$ cat src/rtl/alu_control_mdu_if.sv
// Execute-stage control bundle: decode inputs, MDU operands/handshake, decode and MDU results.
// mdu_state exposes the MDU FSM (0 IDLE, 1 MUL, 2 DIV, 3 DONE) for observation.
interface alu_control_mdu_if #(parameter int XLEN = 32);
    logic [1:0]      aluop_in;
    logic [6:0]      func7;
    logic [2:0]      func3;
    logic            valid_in;
    logic [XLEN-1:0] operand_a;
    logic [XLEN-1:0] operand_b;
    logic [3:0]      aluop_out;
    logic            is_mdu;
    logic            in_ready;
    logic            mdu_busy;
    logic            mdu_valid;
    logic [XLEN-1:0] mdu_result;
    logic [1:0]      mdu_state;

    modport master (
        output aluop_in, func7, func3, valid_in, operand_a, operand_b,
        input  aluop_out, is_mdu, in_ready, mdu_busy, mdu_valid, mdu_result, mdu_state
    );

    modport slave (
        input  aluop_in, func7, func3, valid_in, operand_a, operand_b,
        output aluop_out, is_mdu, in_ready, mdu_busy, mdu_valid, mdu_result, mdu_state
    );
endinterface

$ cat src/rtl/alu_control_mdu.sv
// RV32IM ALU-op decode plus iterative multiply/divide unit.
// Define MDU_FAST_MUL_EN to replace shift-add multiply with a single-cycle multiplier.
module alu_control_mdu #(
    parameter int XLEN = 32
) (
    input  logic             clk,
    input  logic             rst_n,
    alu_control_mdu_if.slave bus
);
    localparam int CW = $clog2(XLEN);

    localparam logic [3:0] OP_AND  = 4'b0000;
    localparam logic [3:0] OP_OR   = 4'b0001;
    localparam logic [3:0] OP_ADD  = 4'b0010;
    localparam logic [3:0] OP_XOR  = 4'b0011;
    localparam logic [3:0] OP_SLL  = 4'b0100;
    localparam logic [3:0] OP_SRL  = 4'b0101;
    localparam logic [3:0] OP_SUB  = 4'b0110;
    localparam logic [3:0] OP_SRA  = 4'b0111;
    localparam logic [3:0] OP_SLT  = 4'b1000;
    localparam logic [3:0] OP_SLTU = 4'b1001;
    localparam logic [3:0] OP_NOP  = 4'b1111;

    localparam logic [XLEN-1:0] MIN_VAL = {1'b1, {(XLEN-1){1'b0}}};

    typedef enum logic [1:0] {IDLE = 2'd0, MUL = 2'd1, DIV = 2'd2, DONE = 2'd3} state_t;

    state_t state, state_next;

    logic [3:0]      base_op;
    logic [3:0]      aluop;
    logic            mdu_op;
    logic            accept;

    logic [CW-1:0]   cnt;
    logic [2:0]      op_f3;
    logic [XLEN-1:0] a_abs, b_abs;
    logic            neg_q, neg_r, bypass;
    logic [2*XLEN-1:0] mul_acc;
    logic [XLEN-1:0] div_rem, div_quo;
    logic [XLEN-1:0] result;

    always_comb begin
        base_op = OP_NOP;
        case (bus.func3)
            3'b000:  base_op = OP_ADD;
            3'b001:  base_op = OP_SLL;
            3'b010:  base_op = OP_SLT;
            3'b011:  base_op = OP_SLTU;
            3'b100:  base_op = OP_XOR;
            3'b101:  base_op = OP_SRL;
            3'b110:  base_op = OP_OR;
            default: base_op = OP_AND;
        endcase
    end

    // R-type with func7=0100000 is only legal for sub and sra; everything else decodes to NOP.
    always_comb begin
        aluop  = OP_NOP;
        mdu_op = 1'b0;
        case (bus.aluop_in)
            2'b00: aluop = OP_ADD;
            2'b01: aluop = OP_SUB;
            2'b10: begin
                if (bus.func7 == 7'b0000000) begin
                    aluop = base_op;
                end else if (bus.func7 == 7'b0100000) begin
                    if (bus.func3 == 3'b000)      aluop = OP_SUB;
                    else if (bus.func3 == 3'b101) aluop = OP_SRA;
                end else if (bus.func7 == 7'b0000001) begin
                    mdu_op = 1'b1;
                end
            end
            default: aluop = (bus.func3 == 3'b101 && bus.func7[5]) ? OP_SRA : base_op;
        endcase
    end

    assign bus.aluop_out = aluop;
    assign bus.is_mdu    = mdu_op;

    // Handshake: an M-op is taken on a rising edge where valid_in, is_mdu and in_ready are all
    // high; valid_in at any other time is ignored. mdu_valid pulses once with mdu_result.
    assign accept = bus.valid_in && mdu_op && (state == IDLE);

    logic            sgn_a, sgn_b, a_neg, b_neg, boundary;
    logic [XLEN-1:0] a_mag, b_mag, special;

    always_comb begin
        sgn_a    = (bus.func3 == 3'b001) || (bus.func3 == 3'b010) ||
                   (bus.func3 == 3'b100) || (bus.func3 == 3'b110);
        sgn_b    = (bus.func3 == 3'b001) || (bus.func3 == 3'b100) || (bus.func3 == 3'b110);
        a_neg    = sgn_a && bus.operand_a[XLEN-1];
        b_neg    = sgn_b && bus.operand_b[XLEN-1];
        a_mag    = a_neg ? -bus.operand_a : bus.operand_a;
        b_mag    = b_neg ? -bus.operand_b : bus.operand_b;
        boundary = 1'b0;
        special  = '1;
        if (bus.func3[2]) begin
            if (bus.operand_b == '0) begin
                boundary = 1'b1;
                special  = bus.func3[1] ? bus.operand_a : '1;
            end else if (sgn_b && bus.operand_a == MIN_VAL && bus.operand_b == '1) begin
                boundary = 1'b1;
                special  = bus.func3[1] ? '0 : MIN_VAL;
            end
        end
    end

    logic [2*XLEN-1:0] mul_step, mul_signed;
    logic              mul_last;
    logic [XLEN:0]     div_shift, div_diff;
    logic              div_ge;
    logic [XLEN-1:0]   div_rem_step, div_quo_step, q_signed, r_signed, final_val;

`ifdef MDU_FAST_MUL_EN
    assign mul_step = {{XLEN{1'b0}}, a_abs} * {{XLEN{1'b0}}, b_abs};
    assign mul_last = 1'b1;
`else
    logic [XLEN-1:0] mul_addend;
    logic [XLEN:0]   mul_sum;
    // Multiplier sits in the low half and drains out as the product shifts in from the top.
    assign mul_addend = mul_acc[0] ? a_abs : {XLEN{1'b0}};
    assign mul_sum    = {1'b0, mul_acc[2*XLEN-1:XLEN]} + {1'b0, mul_addend};
    assign mul_step   = {mul_sum, mul_acc[XLEN-1:1]};
    assign mul_last   = (cnt == '0);
`endif

    always_comb begin
        div_shift    = {div_rem, div_quo[XLEN-1]};
        div_diff     = div_shift - {1'b0, b_abs};
        div_ge       = !div_diff[XLEN];
        div_rem_step = div_ge ? div_diff[XLEN-1:0] : div_shift[XLEN-1:0];
        div_quo_step = {div_quo[XLEN-2:0], div_ge};
        mul_signed   = neg_q ? -mul_step : mul_step;
        q_signed     = neg_q ? -div_quo_step : div_quo_step;
        r_signed     = neg_r ? -div_rem_step : div_rem_step;
        case (op_f3)
            3'b000:                 final_val = mul_signed[XLEN-1:0];
            3'b001, 3'b010, 3'b011: final_val = mul_signed[2*XLEN-1:XLEN];
            3'b100, 3'b101:         final_val = q_signed;
            default:                final_val = r_signed;
        endcase
    end

    always_ff @(posedge clk or negedge rst_n) begin
        if (!rst_n) state <= IDLE;
        else        state <= state_next;
    end

    // Boundary divides spend one DIV cycle with the step suppressed, giving a two-cycle latency.
    always_comb begin
        state_next = state;
        case (state)
            IDLE: if (accept) state_next = bus.func3[2] ? DIV : MUL;
            MUL:  if (mul_last) state_next = DONE;
            DIV:  if (bypass || cnt == '0) state_next = DONE;
            default: state_next = IDLE;
        endcase
    end

    always_comb begin
        bus.in_ready  = (state == IDLE);
        bus.mdu_busy  = (state != IDLE) || (bus.valid_in && mdu_op);
        bus.mdu_valid = (state == DONE);
        bus.mdu_state = state;
    end

    always_ff @(posedge clk or negedge rst_n) begin
        if (!rst_n) begin
            cnt     <= '0;
            op_f3   <= '0;
            a_abs   <= '0;
            b_abs   <= '0;
            neg_q   <= 1'b0;
            neg_r   <= 1'b0;
            bypass  <= 1'b0;
            mul_acc <= '0;
            div_rem <= '0;
            div_quo <= '0;
            result  <= '0;
        end else if (accept) begin
            cnt     <= CW'(XLEN - 1);
            op_f3   <= bus.func3;
            a_abs   <= a_mag;
            b_abs   <= b_mag;
            neg_q   <= a_neg ^ b_neg;
            neg_r   <= a_neg;
            bypass  <= boundary;
            mul_acc <= {{XLEN{1'b0}}, b_mag};
            div_rem <= '0;
            div_quo <= a_mag;
            if (boundary) result <= special;
        end else if (state == MUL) begin
            mul_acc <= mul_step;
            cnt     <= cnt - CW'(1);
            if (mul_last) result <= final_val;
        end else if (state == DIV && !bypass) begin
            div_rem <= div_rem_step;
            div_quo <= div_quo_step;
            cnt     <= cnt - CW'(1);
            if (cnt == '0) result <= final_val;
        end
    end

    assign bus.mdu_result = result;
endmodule

$ cat src/flat_wrapper.sv
// flat-port wrapper written by rule: the top's interface ports become plain ports
module alu_control_mdu_flat 
#(
    parameter int XLEN = 32
)
  (clk, rst_n, bus_aluop_in, bus_func7, bus_func3, bus_valid_in, bus_operand_a, bus_operand_b, bus_aluop_out, bus_is_mdu, bus_in_ready, bus_mdu_busy, bus_mdu_valid, bus_mdu_result, bus_mdu_state);
  alu_control_mdu_if #(.XLEN(XLEN)) bus_i ();
  input  logic clk;
  input  logic rst_n;
  input wire logic [$bits(bus_i.aluop_in)-1:0] bus_aluop_in;
  input wire logic [$bits(bus_i.func7)-1:0] bus_func7;
  input wire logic [$bits(bus_i.func3)-1:0] bus_func3;
  input wire logic [$bits(bus_i.valid_in)-1:0] bus_valid_in;
  input wire logic [$bits(bus_i.operand_a)-1:0] bus_operand_a;
  input wire logic [$bits(bus_i.operand_b)-1:0] bus_operand_b;
  output wire logic [$bits(bus_i.aluop_out)-1:0] bus_aluop_out;
  output wire logic [$bits(bus_i.is_mdu)-1:0] bus_is_mdu;
  output wire logic [$bits(bus_i.in_ready)-1:0] bus_in_ready;
  output wire logic [$bits(bus_i.mdu_busy)-1:0] bus_mdu_busy;
  output wire logic [$bits(bus_i.mdu_valid)-1:0] bus_mdu_valid;
  output wire logic [$bits(bus_i.mdu_result)-1:0] bus_mdu_result;
  output wire logic [$bits(bus_i.mdu_state)-1:0] bus_mdu_state;
  assign bus_i.aluop_in = bus_aluop_in;
  assign bus_i.func7 = bus_func7;
  assign bus_i.func3 = bus_func3;
  assign bus_i.valid_in = bus_valid_in;
  assign bus_i.operand_a = bus_operand_a;
  assign bus_i.operand_b = bus_operand_b;
  assign bus_aluop_out = bus_i.aluop_out;
  assign bus_is_mdu = bus_i.is_mdu;
  assign bus_in_ready = bus_i.in_ready;
  assign bus_mdu_busy = bus_i.mdu_busy;
  assign bus_mdu_valid = bus_i.mdu_valid;
  assign bus_mdu_result = bus_i.mdu_result;
  assign bus_mdu_state = bus_i.mdu_state;
  alu_control_mdu #(.XLEN(XLEN)) u_core (.clk(clk), .rst_n(rst_n), .bus(bus_i));
endmodule
$ cat config.mk
export PLATFORM = sky130hd
export DESIGN_NAME = alu_control_mdu_flat
export DESIGN_NICKNAME = d
export VERILOG_FILES = /design/src/rtl/alu_control_mdu_if.sv /design/src/rtl/alu_control_mdu.sv /design/src/flat_wrapper.sv
export SDC_FILE = /design/constraint.sdc
export NUM_CORES = 1
export LEC_CHECK = 0
export BUFFER_PORTS_ARGS = -buffer_cell sky130_fd_sc_hd__buf_2
export CORE_ASPECT_RATIO = 1.25
export CORE_UTILIZATION = 45
export DETAILED_ROUTE_END_ITERATION = 16
export GPL_TIMING_DRIVEN = 0
export PLACE_DENSITY = 0.72
export SETUP_SLACK_MARGIN = 0.15
export SLEW_MARGIN = 15
export SYNTH_ARGS = -nofsm -noshare
export SYNTH_HDL_FRONTEND = slang
export SYNTH_SLANG_ARGS = --single-unit
$ cat constraint.sdc
create_clock -name clk -period 11.7 [get_ports clk]
set_clock_uncertainty 0.2 [all_clocks]
set_input_delay 2.34 -clock clk [delete_from_list [all_inputs] [get_ports clk]]
set_output_delay 2.34 -clock clk [all_outputs]
set_load 0.1 [all_outputs]
After elaboration in Yosys (flattened, before gate mapping). Index checks and enable logic that the tools add are counted.

Register bits: 237. Output and inout bits: 42. Bits of input ports: 79.

Equal/unequal tests: 25. Mux-type cells: 48. Reductions and logical operators: 33. $add $sub $neg: 8. Bitwise logic cells: 1.

Operators by type and width (number): $mux 32 (22); $mux 64 (3); $neg 32->32 (4); $pmux 32 s3 (1); $eq 32x32->1 const B (2); $neg 64->64 (1); $add 32x32->33 (1); $sub 33x32->33 (1); $logic_not 32->1 (1); $pmux 4 s7 (1); $mux 4 (5); $eq 3x3->1 const B (5); $mux 5 (3); $eq 3x2->1 const B (4); $pmux 4 s3 (1); $logic_and 1x1->1 (8); $mux 2 (4); $ne 2x1->1 const B (4); $eq 7x1->1 const B (1); $eq 7x6->1 const B (1); $logic_not 7->1 (1); $logic_or 1x1->1 (7); $mux 1 (7); $eq 2x2->1 const B (3); other kinds (16) (24).

Logic depth before layout (Yosys ltp).
Depth in word-level cells: 10. Mapped depth: 24. Gate-level depth less buffers: 21.

Worst setup path after synthesis. Ideal clock, no wire load.

Kind: input-to-output. From: in bus_func7[3]. To: out bus_mdu_busy. Path buffers: 0. Data required time: 9.160 ns. Slack: 3.014 ns. Cell stages on the path: 4. Arrival: 6.146 ns. Path through: or4_1 nor3_1 and2_1 nand2b_1.

Longest elaborated chain between the ends: 7.

RTL lines: start, declared (RTL line flat_wrapper.sv:11) `input wire logic [$bits(bus_i.func7)-1:0] bus_func7;`; $eq 7x1->1 (RTL line alu_control_mdu.sv:70) `end else if (bus.func7 == 7'b0000001) begin`; $mux 1 (RTL line alu_control_mdu.sv:70); $mux 1 (RTL line alu_control_mdu.sv:67) `end else if (bus.func7 == 7'b0100000) begin`; $mux 1 * (RTL line alu_control_mdu.sv:65) `if (bus.func7 == 7'b0000000) begin`; $mux 1 * (RTL line alu_control_mdu.sv:61) `case (bus.aluop_in)`; via bus_is_mdu (RTL line flat_wrapper.sv:17) `output wire logic [$bits(bus_i.is_mdu)-1:0] bus_is_mdu;`; $logic_and 1x1->1 * (RTL line alu_control_mdu.sv:163) `bus.mdu_busy = (state != IDLE) || (bus.valid_in && mdu_op);`; $logic_or 1x1->1 * (RTL line alu_control_mdu.sv:163); end, declared (RTL line flat_wrapper.sv:19) `output wire logic [$bits(bus_i.mdu_busy)-1:0] bus_mdu_busy;`.

Mark *: on every way through the listed nets, which the timed path passes. The rest lies on a longest branch.

Worst setup path after layout.
From: reg u_core.div_quo[31]. To: reg u_core.result[18] (netlist: u_core.bus.mdu_result[18]).

Longest elaborated chain between the ends: 9.

RTL lines: start, declared (RTL line alu_control_mdu.sv:40) `logic [XLEN-1:0] div_rem, div_quo;`; start signal, assigned (RTL line alu_control_mdu.sv:191) `div_quo <= a_mag;`; start signal, assigned (RTL line alu_control_mdu.sv:199) `div_quo <= div_quo_step;`; $sub 33x32->33 (RTL line alu_control_mdu.sv:130) `div_diff = div_shift - {1'b0, b_abs};`; $mux 32 / $logic_not 1->1 (equally long branches) (RTL line alu_control_mdu.sv:132, alu_control_mdu.sv:131); $neg 32->32, on equally long branches (RTL line alu_control_mdu.sv:136, alu_control_mdu.sv:135); $mux 32, on equally long branches (RTL line alu_control_mdu.sv:136, alu_control_mdu.sv:135); $pmux 32 s3 * (RTL line alu_control_mdu.sv:137) `case (op_f3)`; $mux 32 * (RTL line alu_control_mdu.sv:196, alu_control_mdu.sv:201); $mux 32 (RTL line alu_control_mdu.sv:197) `end else if (state == DIV && !bypass) begin`; $mux 32 * (RTL line alu_control_mdu.sv:193) `end else if (state == MUL) begin`; $mux 32 * (RTL line alu_control_mdu.sv:181) `end else if (accept) begin`; end signal, assigned (RTL line alu_control_mdu.sv:192) `if (boundary) result <= special;`; end signal, assigned (RTL line alu_control_mdu.sv:196) `if (mul_last) result <= final_val;`; end signal, assigned (RTL line alu_control_mdu.sv:201) `if (cnt == '0) result <= final_val;`; end, declared (RTL line alu_control_mdu.sv:41) `logic [XLEN-1:0] result;`.

Every way passes the cells marked *; elsewhere a longest branch is shown, timed or not. The select of a mux whose other input is x is not followed. A chain may end at the register's enable or synchronous reset.

==> key figures <==
Status
  – Outcome: completed

STA
  – Slew Limit Fails: 0
  – Hold WS: between 200 and 300 ps
  – Final period util: 69.1%
  – Final hold violation count: 0
  – Slew @ Worst Pin: around 1300 ps
  – Setup ws final: 3610 ps
  – RSZ-0062 raised after global routing: no
  – FMAX: 124 MHz
  – Slew margin rel.: between 10 and 15%
  – Final min period: roughly 8000 ps
  – Total negative slack: 0 ps
  – # setup viols final: 0

Worst setup path
  – Critical Path, Cell by Cell: inv_1 > ha_1 > inv_1 > fa_1 > a211oi_1 > o21ai_1 > o211ai_1 > a21oi_1 > o211a_1 > clkbuf_1 > inv_2 > buf_1 > clkbuf_1 > nor2_1 > a21oi_1 > ha_1 > nand2_1 > nor3_1 > a21oi_1 > nor2_1 > a21boi_0 > xnor2_1 > a221oi_1 > o21ai_0
  – Crit-path most repeated cell: a21oi_1
  – Worst EP required: around 12000 ps
  – Bufs and invs on worst path: 6
  – Top delay family on crit path: compound AO/OA/AOI/OAI gates
  – CP max stage delay: ~700 ps
  – Crit path max fanout: 10
  – Worst Path Arrival: 8280 ps
  – CP Launch Type: register
  – Endpoint type of the worst setup path: register
  – Crit path max-delay cell type: a221oi_1
  – Worst setup path class: register to register

Route
  – DRT iter0 DRCs: ~1900
  – Vias: between 20000 and 25000
  – WL/cell: between 20 and 25 um
  – DR pass1 iterations: 6
  – Antenna-violating nets left: 0
  – Vias per inst: about 6.4
  – DR DRC count: 0
  – Post-detailed-routing wire length: 79.7 mm

Global route
  – Initial antenna violation count: 1
  – GR Overflow Total: 0
  – Global-route usage over all layers: roughly a third
  – Largest net degree at the start of global routing: roughly 110
  – First-pass GRT wire length: between 100 and 150 mm
  – Vias in the first global route: between 20000 and 25000

Placement
  – PortBufs: 118
  – Placer Congestion: about 0.99
  – Post-DP HPWL: around 63 mm
  – Dpl ws: ~3800 ps
  – Placed cells: 3166

Floorplanning
  – Core area: 43100 um2
  – Die Y: roughly 240 um
  – Row count: 85
  – Starting Density: about 46%
  – Die Wd: approximately 190 um
  – # IOs: ~120
  – Die Area: around 44000 um2

Finish
  – Final-stage net count: between 2000 and 3000
  – Cell Count, Final, Fillers Out: about 3200
  – Area growth from synthesis to layout: 12.1%
  – Layout cell share with drive strength beyond 1: between 8 and 9%

Logic synthesis
  – Synth Flop Type: dfrtp_1
  – Synth cell types: 90
  – Cell area after synthesis: 19600 um2
  – Post-synth EDFFs: 0
  – Mapped Avg Cell Area: around 8 um2
  – Syn_nets: between 2000 and 3000
  – Synthesis Warnings: 0
  – Top cells by area, synth: dfrtp_1 30%, o21ai_0 5.7%, a21oi_1 5.7%
  – Gate Count Post-Synth: ~2500
  – Post-synthesis sequential area ratio: between 30% and 40%
  – Leading area contributor after synthesis: dfrtp_1
  – Share of flip-flops with an asynchronous set or reset: between 90% and 100%
  – Register bit total from synthesis: about 240
  – Yosys top cell area share: 30.2%

Clock network
  – Number of gates resized after CTS: 0
  – TritonCTS clock tree: built
  – CTS Hold Bufs: 0
  – TritonCTS Buffers: 27
  – Post-CTS Setup Bufs: 0
  – Clk buf depth: 3
  – Clk_lat worst skew: 560 ps
  – H-Tree Depth: 1
  – Sink Count: 237
  – Root Driver: clkbuf_16
  – Clk slew on worst S/H paths: 70 ps

Pwr
  – VDD IR max: ~0.00015 V
  – Total power draw: 6430 uW
  – P per Cell Area: 292 nW/um2
  – Leakage: between 0.009 and 0.01 uW

Worst hold path
  – Hold Crit Class: register to register

Flow run
  – Max-cap violations: 0
## layout by cell type (no fill, tap or decap), types with 43 or more instances in the layout
| master | synthesis | layout |
|---|---|---|
| dfrtp_1 | 237 | 237 |
| a21oi_1 | 224 | 224 |
| inv_1 | 90 | 90 |
| and2_1 | 61 | 61 |
| xnor2_1 | 109 | 109 |
| mux2i_1 | 53 | 53 |
| ha_1 | 77 | 77 |
| o31ai_1 | 53 | 53 |
| buf_2 | 3 | 121 |
| a211oi_1 | 44 | 43 |
| o21ai_0 | 225 | 224 |
| nor3_1 | 49 | 48 |
| clkbuf_1 | 125 | 129 |
| nand2_1 | 269 | 269 |
| o21a_1 | 44 | 44 |
| xor2_1 | 110 | 110 |
| nor2_1 | 182 | 182 |
## kinds of logic (layout without fill, tap and decap cells)
logic type,after synthesis,after routing,share of synthesized area (%)
compound gates,830,830,27.0
simple gates,820,820,20.3
buf+inv,239,410,4.82
flops,237,237,30.2
xor+xnor,220,220,9.85
fa+ha+maj,79,79,5.11
mux,54,54,2.76
other cells,0,2,0
## flip-flops by register name, indices dropped and copies added (netlist names)
register,count
u_core.a_abs,32
u_core.b_abs,32
u_core.bus.mdu_result,32
u_core.bus.mdu_state,2
u_core.bypass,1
u_core.cnt,5
u_core.div_quo,32
u_core.div_rem,32
u_core.mul_acc,64
u_core.neg_q,1
u_core.neg_r,1
u_core.op_f3,3
## area by class of cell
type | instances | area (um2)
Antenna cell | 2 | 5.00
Buffer | 148 | 606
Clock buffer | 33 | 718
Clock inverter | 15 | 243
Fill cell | 4166 | 21100
Inverter | 91 | 342
Multi-Input combinational cell | 2003 | 12800
Sequential cell | 237 | 5930
Tap cell | 565 | 707
Timing Repair Buffer | 123 | 676
## cells in the mapped netlist, types with 23 or more instances
| master | number |
|---|---|
| nand3_1 | 39 |
| ha_1 | 77 |
| clkbuf_1 | 125 |
| nand2b_1 | 32 |
| xnor2_1 | 109 |
| xor2_1 | 110 |
| nor3_1 | 49 |
| a21oi_1 | 224 |
| nor2_1 | 182 |
| o211ai_1 | 23 |
| inv_1 | 90 |
| nand4_1 | 30 |
| or3_1 | 40 |
| dfrtp_1 | 237 |
| o221ai_1 | 26 |
| nand2_1 | 269 |
| nor2b_1 | 24 |
| o21a_1 | 44 |
| mux2i_1 | 53 |
| o31ai_1 | 53 |
| o21ai_0 | 225 |
| a211oi_1 | 44 |
| and2_1 | 61 |
## power breakdown
part	switching, uW	total [uW]	leakage, uW	internal (uW)
Combinational	2900	4210	0.00590	1300
Clock	379	948	0.000463	570
Sequential	237	1280	0.00313	1040
## routing by layer
metal / up-vias / routed length [um] / track usage [%] / share of wire [%]
li1: 9297 / - / - / -
met1: 9978 / 30200 / 41.2 / 38
met2: 914 / 38300 / 60.2 / 48
met3: 256 / 4900 / 3.94 / 6.1
met4: 0 / 6270 / 24.4 / 7.9
met5: - / 0 / 0 / 0
## worst reg2reg max path, stage by stage, from the launching register on
cell	delay (ps)
dfrtp_1	420
inv_1	80
ha_1	160
inv_1	50
fa_1	410
a211oi_1	550
o21ai_1	450
o211ai_1	610
a21oi_1	150
o211a_1	230
clkbuf_1	270
inv_2	310
buf_1	620
clkbuf_1	580
nor2_1	90
a21oi_1	350
ha_1	370
nand2_1	100
nor3_1	300
a21oi_1	210
nor2_1	140
a21boi_0	120
xnor2_1	240
a221oi_1	700
o21ai_0	220
## worst paths after layout
kind                                                 from                               endpoint  slack [ps]  cells after the start
max                        u_core.div_quo[31]$_DFFE_PN0P_  u_core.bus.mdu_result[18]$_DFFE_PN0P_        3610                     24
min                             u_core.bypass$_DFFE_PN0P_              u_core.bypass$_DFFE_PN0P_         270                      2
max reg2reg                u_core.div_quo[31]$_DFFE_PN0P_  u_core.bus.mdu_result[18]$_DFFE_PN0P_        3610                     24
min reg2reg                     u_core.bypass$_DFFE_PN0P_              u_core.bypass$_DFFE_PN0P_         270                      2
max in group asynchronous                           rst_n            u_core.b_abs[2]$_DFFE_PN0P_        8990                      2
min in group asynchronous                           rst_n         u_core.mul_acc[60]$_DFFE_PN0P_        1450                      1
## through the flow
stage	util, %	area (um2)
6_report	51.1	22000
5_1_grt	51.1	22000
4_1_cts	51.1	22000
3_5_place_dp	48.8	21000
3_3_place_gp	48.6	20900
2_1_floorplan	-	19600
No activity file was read; power rests on OpenSTA's default activity.
